### config.mk
export PLATFORM = sky130hd
export DESIGN_NAME = run_ctrl
export DESIGN_NICKNAME = d
export VERILOG_FILES = /design/src/rtl/run_ctrl_pkg.sv /design/src/rtl/run_ctrl_sat_cnt.sv /design/src/rtl/run_ctrl.sv
export SDC_FILE = /design/constraint.sdc
export NUM_CORES = 1
export LEC_CHECK = 0
export ABC_AREA = 1
export CAP_MARGIN = 25
export CORE_UTILIZATION = 59
export DETAILED_ROUTE_END_ITERATION = 8
export GPL_TIMING_DRIVEN = 0
export HOLD_SLACK_MARGIN = 0.02
export PLACE_DENSITY_LB_ADDON = 0.15
export SYNTH_ARGS = -nofsm -noshare
export SYNTH_HDL_FRONTEND = slang
export SYNTH_SLANG_ARGS = --single-unit
### constraint.sdc
create_clock -name clk -period 3.7 [get_ports clk]
set_input_delay 0.925 -clock clk [delete_from_list [all_inputs] [get_ports clk]]
set_output_delay 0.925 -clock clk [all_outputs]
set_load 0.03 [all_outputs]
### src/rtl/run_ctrl_pkg.sv
// Shared types and default configuration for the run controller.
package run_ctrl_pkg;

  typedef enum logic [2:0] {
    ST_IDLE    = 3'd0,
    ST_RESET   = 3'd1,
    ST_RUN     = 3'd2,
    ST_DONE    = 3'd3,
    ST_TIMEOUT = 3'd4
  } state_e;

  localparam int unsigned DEF_NUM_CORES       = 1;
  localparam int unsigned DEF_RST_HOLD_CYCLES = 2;
  localparam int unsigned DEF_MAX_RUN_CYCLES  = 50;
  localparam int unsigned DEF_CNT_W           = 32;

  // Bits needed to represent max_val, never less than one.
  function automatic int unsigned cnt_width(input int unsigned max_val);
    return (max_val < 2) ? 1 : $clog2(max_val + 1);
  endfunction

endpackage

### src/rtl/run_ctrl_sat_cnt.sv
// Up-counter with synchronous clear and enable that sticks at all ones.
module run_ctrl_sat_cnt #(
  parameter int unsigned W = 8
) (
  input  logic         clk,
  input  logic         rst,
  input  logic         clr,
  input  logic         en,
  output logic [W-1:0] q
);

  always_ff @(posedge clk or posedge rst) begin
    if (rst) begin
      q <= '0;
    end else if (clr) begin
      q <= '0;
    end else if (en && (q != {W{1'b1}})) begin
      q <= q + W'(1);
    end
  end

endmodule

### src/rtl/run_ctrl.sv
// Run controller: holds cores in reset, runs them until all halt or the cycle budget expires.
// Optional RUN_CTRL_STAGGER_EN releases core i from reset i cycles after RUN entry.
module run_ctrl
  import run_ctrl_pkg::*;
#(
  parameter int unsigned NUM_CORES       = DEF_NUM_CORES,
  parameter int unsigned RST_HOLD_CYCLES = DEF_RST_HOLD_CYCLES,
  parameter int unsigned MAX_RUN_CYCLES  = DEF_MAX_RUN_CYCLES,
  parameter int unsigned CNT_W           = DEF_CNT_W
) (
  input  logic                 clk,
  input  logic                 rst,
  input  logic                 start,
  input  logic [NUM_CORES-1:0] halt,
  output logic [NUM_CORES-1:0] core_rst,
  output logic                 running,
  output logic                 done,
  output logic                 timed_out,
  output logic [NUM_CORES-1:0] halted,
  output logic [CNT_W-1:0]     cycle_count
);

`ifdef RUN_CTRL_STAGGER_EN
  localparam bit STAGGER = 1'b1;
`else
  localparam bit STAGGER = 1'b0;
`endif

  localparam int unsigned          HOLD_W    = cnt_width(RST_HOLD_CYCLES - 1);
  localparam logic [HOLD_W-1:0]    HOLD_LAST = HOLD_W'(RST_HOLD_CYCLES - 1);
  localparam logic [CNT_W-1:0]     RUN_LAST  = CNT_W'(MAX_RUN_CYCLES - 1);
  // Core 0 is released on RUN entry; with staggering the rest follow one per cycle.
  localparam logic [NUM_CORES-1:0] RUN_ENTRY_RST = STAGGER ? ~NUM_CORES'(1) : '0;

  state_e                state;
  logic [HOLD_W-1:0]     hold_cnt;
  logic                  enter_reset;
  logic [NUM_CORES-1:0]  halt_hit;
  logic [NUM_CORES-1:0]  run_rst_next;

  assign enter_reset  = start && ((state == ST_IDLE) || (state == ST_DONE) ||
                                  (state == ST_TIMEOUT));
  assign halt_hit     = halted | (halt & ~core_rst);
  assign run_rst_next = STAGGER ? (core_rst << 1) : '0;

  run_ctrl_sat_cnt #(.W(CNT_W)) u_cycle_cnt (
    .clk (clk),
    .rst (rst),
    .clr (enter_reset),
    .en  (state == ST_RUN),
    .q   (cycle_count)
  );

  run_ctrl_sat_cnt #(.W(HOLD_W)) u_hold_cnt (
    .clk (clk),
    .rst (rst),
    .clr (enter_reset),
    .en  (state == ST_RESET),
    .q   (hold_cnt)
  );

  // State register with registered state decodes, core resets and halt record.
  always_ff @(posedge clk or posedge rst) begin
    if (rst) begin
      state     <= ST_IDLE;
      core_rst  <= '1;
      halted    <= '0;
      running   <= 1'b0;
      done      <= 1'b0;
      timed_out <= 1'b0;
    end else begin
      case (state)
        ST_IDLE: begin
          if (start) begin
            state  <= ST_RESET;
            halted <= '0;
          end
        end
        ST_RESET: begin
          if (hold_cnt == HOLD_LAST) begin
            state    <= ST_RUN;
            running  <= 1'b1;
            core_rst <= RUN_ENTRY_RST;
          end
        end
        ST_RUN: begin
          halted <= halt_hit;
          if (&halt_hit) begin
            state    <= ST_DONE;
            running  <= 1'b0;
            done     <= 1'b1;
            core_rst <= '1;
          end else if (cycle_count == RUN_LAST) begin
            state     <= ST_TIMEOUT;
            running   <= 1'b0;
            timed_out <= 1'b1;
            core_rst  <= '1;
          end else begin
            core_rst <= run_rst_next;
          end
        end
        ST_DONE, ST_TIMEOUT: begin
          if (start) begin
            state     <= ST_RESET;
            halted    <= '0;
            done      <= 1'b0;
            timed_out <= 1'b0;
          end
        end
        default: begin
          state     <= ST_IDLE;
          core_rst  <= '1;
          running   <= 1'b0;
          done      <= 1'b0;
          timed_out <= 1'b0;
        end
      endcase
    end
  end

endmodule

==> impl_metrics.py <==
metrics = {
    "critical_path": {
        "cp-start-kind": "register",
        "crit_type": "register to primary output",
        "crit_chain": "clkdlybuf4s50_1",
        "crit_path_start": "u_cycle_cnt.q[31]$_DFFE_PP0P_",
        "worst-path-stages": 1,
        "slowest_delay_ps": 740,
        "worst-endpoint-required_ps": 2770,
        "reg2reg_from": "u_cycle_cnt.q[0]$_DFFE_PP0P_",
        "rr_worst_depth": 9,
        "path_delay_family": "buffers and inverters",
        "end_kind": "primary output",
        "arrival_ps": 1560,
        "cp_max_fo": 6,
        "path_buf_inv": 1,
        "crit_slowest_cell": "clkdlybuf4s50_1",
    },
    "final_layout": {
        "fin_util_pct": 75.22,
        "multiInputGateArea_mm2": 0.001584,
        "ff_latch_area_mm2": 0.001027,
        "layout.nets": 478,
        "drive_gt1_share_pct": 7.822,
        "area_growth_pct": 19.30,
        "fillCellCount": 391,
        "insertedDiodeCount": 0,
    },
    "logic_synthesis": {
        "avgSynthCellArea_um2": 6.683,
        "seq_area_frac_synth_pct": 36.17,
        "synth_area_mm2": 0.002840,
        "ys_types": 32,
        "ys_warn_count": 0,
        "synth_nets": 431,
        "synth-seq-cells": 41,
        "post_synth_inst_count": 425,
    },
    "hold_path": {
        "worstHoldPathType": "register to register",
        "hp-start": "running$_DFFE_PP0P_",
        "min_path_cells": 2,
    },
    "drt": {
        "post-route-drc-count": 3,
        "drtIter0Drc": 265,
        "routed_wl_um": 8068,
        "via_count": 3011,
        "viasPerCell": 5.735,
        "drtAntennaViolNets": 0,
        "wire_per_inst_um": 15.37,
        "dr.pass1.iters": 7,
    },
    "clock_tree": {
        "cts_tree": "done",
        "postCtsHoldBufs": 0,
        "cts_buffers": 5,
        "path_clk_slew_ps": 80,
        "cts_repair_resize_count": 0,
        "cts_buffer_depth": 2,
        "cts_max_level": 2,
        "clockRootBuffer": "clkbuf_8",
        "cts_sinks": 41,
        "post_cts_buffers": 0,
        "clk_latency_ps": 310,
    },
    "die": {
        "initial_core_util_pct": 63.06,
        "io_pins": 41,
        "rows": 24,
        "die_y_um": 71.38,
        "core_mm2": 0.004504,
        "die_w_um": 71.38,
        "dieArea_mm2": 0.005095,
    },
    "job": {
        "drv_cap": 0,
    },
    "pwr": {
        "leakagePower_nw": 1.611,
        "ir_drop_mv": 0.4833,
        "report.power.total_mw": 1.681,
        "power-per-cell-area_mw_per_mm2": 496.3,
    },
    "global_route": {
        "grt_use_met2_pct": 54.50,
        "globalRouteOverflowTotal": 0,
        "grt_max_degree": 42,
        "grt-busiest-layer": "met2",
        "grt_first_pass_wirelength_um": 13230,
        "antenna_found_initial": 0,
        "track_usage_pct": 33.90,
        "use_met3_pct": 6.892,
        "grt_pass1_vias": 2759,
        "grt_use_met1_pct": 45.59,
    },
    "placement": {
        "portBuffers": 40,
        "place.gp.congestion": 0.9154,
        "hpwl_um": 6042,
    },
    "timing": {
        "fin_crit_sh_pct": 67.04,
        "finalCriticalPeriod_ps": 2481,
        "fin_tns_setup_ps": 0,
        "hold_viol_final": 0,
        "worstMarginPinSlew_ps": 886.0,
        "drv_slew": 0,
        "finClkSkew_ps": 6.956,
        "max_freq_mhz": 403.1,
        "slew_headroom_pct": 40.85,
        "rsz0062_at_grt": "false",
        "setup_viol": 0,
    },
    "outcome": {
        "violations": "DRC",
        "outcome": "finished, violations left",
    },
}
## final timing paths
kind / end / slack (ps)
worst max register to register: u_cycle_cnt.q[2]$_DFFE_PP0P_ / 1580
min in group asynchronous: u_cycle_cnt.q[9]$_DFFE_PP0P_ / 1120
max in group asynchronous: done$_DFFE_PP0P_ / 2020
worst min register to register: running$_DFFE_PP0P_ / 500
worst max-delay path: cycle_count[31] / 1220
worst min-delay path: running$_DFFE_PP0P_ / 500
## Yosys cell counts, drive strengths merged
cell	n	area [um^2]
xor2	12	105.1
clkbuf	2	7.510
nand4	11	68.82
dfrtp	40	1001
nand3b	2	15.01
xnor2	1	8.760
or2	1	6.260
nor3b	1	7.510
inv	46	175.2
nand2	158	628.1
o22ai	1	12.51
nor3	1	5.000
a21oi	5	32.53
and2	2	12.52
o211ai	1	7.510
nand3	43	215.2
ha	2	25.02
o21ai	22	140.1
nor2	68	294.0
buf	5	46.29
dfstp	1	26.28
## logic make-up after synthesis
logic type / share of synthesized area [%]
AO/OA/AOI/OAI: 6.784
AND/OR/NAND/NOR: 44.10
buffers and inverters: 8.062
XOR/XNOR: 4.009
adder cells (fa/ha/maj): 0.8809
flip-flops: 36.17
## through the flow
stage	setup slack, ps	cells	hold slack, ps	cell area, um^2
after floorplan	1752	425	465.1	2840
after global placement	933.8	517	459.1	3306
after detailed placement	1292	517	485.6	3306
after CTS	1246	525	508.9	3388
after global routing	1223	525	532.8	3388
final	1219	525	498.7	3388
## metal layers
metal,vias to the layer above,share of wire [%]
li1,1438,-
met2,148,47
met1,1406,42
met4,0,2.1
met3,19,8.7
met5,-,0
## power by group
| group | internal, mW | total [mW] | leakage, nW | switching, mW |
|---|---|---|---|---|
| Clock | 0.131 | 0.298 | 0.0450 | 0.167 |
| Sequential | 0.516 | 0.578 | 0.556 | 0.0620 |
| Combinational | 0.264 | 0.806 | 1.01 | 0.542 |
## flip-flops by register name, indices dropped and copies added, names as in the netlist
signal	cells
core_rst	1
done	1
halted	1
running	1
state	3
timed_out	1
u_cycle_cnt.q	32
u_hold_cnt.q	1
## placed cells by master (no fill, tap or decap), drive strengths merged
cell type | Yosys | routed
a21oi | 5 | 5
and2 | 2 | 2
buf | 5 | 5
clkbuf | 2 | 8
clkdlybuf4s50 | 0 | 40
clkinv | 0 | 2
dfrtp | 40 | 40
dfstp | 1 | 1
ha | 2 | 2
inv | 46 | 46
nand2 | 158 | 158
nand3 | 43 | 43
nand3b | 2 | 2
nand4 | 11 | 11
nor2 | 68 | 68
nor3 | 1 | 1
nor3b | 1 | 1
o211ai | 1 | 1
o21ai | 22 | 22
o22ai | 1 | 1
or2 | 1 | 1
xnor2 | 1 | 1
xor2 | 12 | 12
## area by class of cell
| type | instances | area share (%) |
|---|---|---|
| plain buffers | 7 | 1.588 |
| clock buffers | 6 | 2.142 |
| clock inverters | 2 | 0.2954 |
| inverters | 46 | 5.170 |
| multi-input cells | 331 | 46.75 |
| flip-flops and latches | 41 | 30.32 |
| well taps | 52 | 1.920 |
| repair buffers | 40 | 11.82 |
Power figures use the tool's default switching activity.
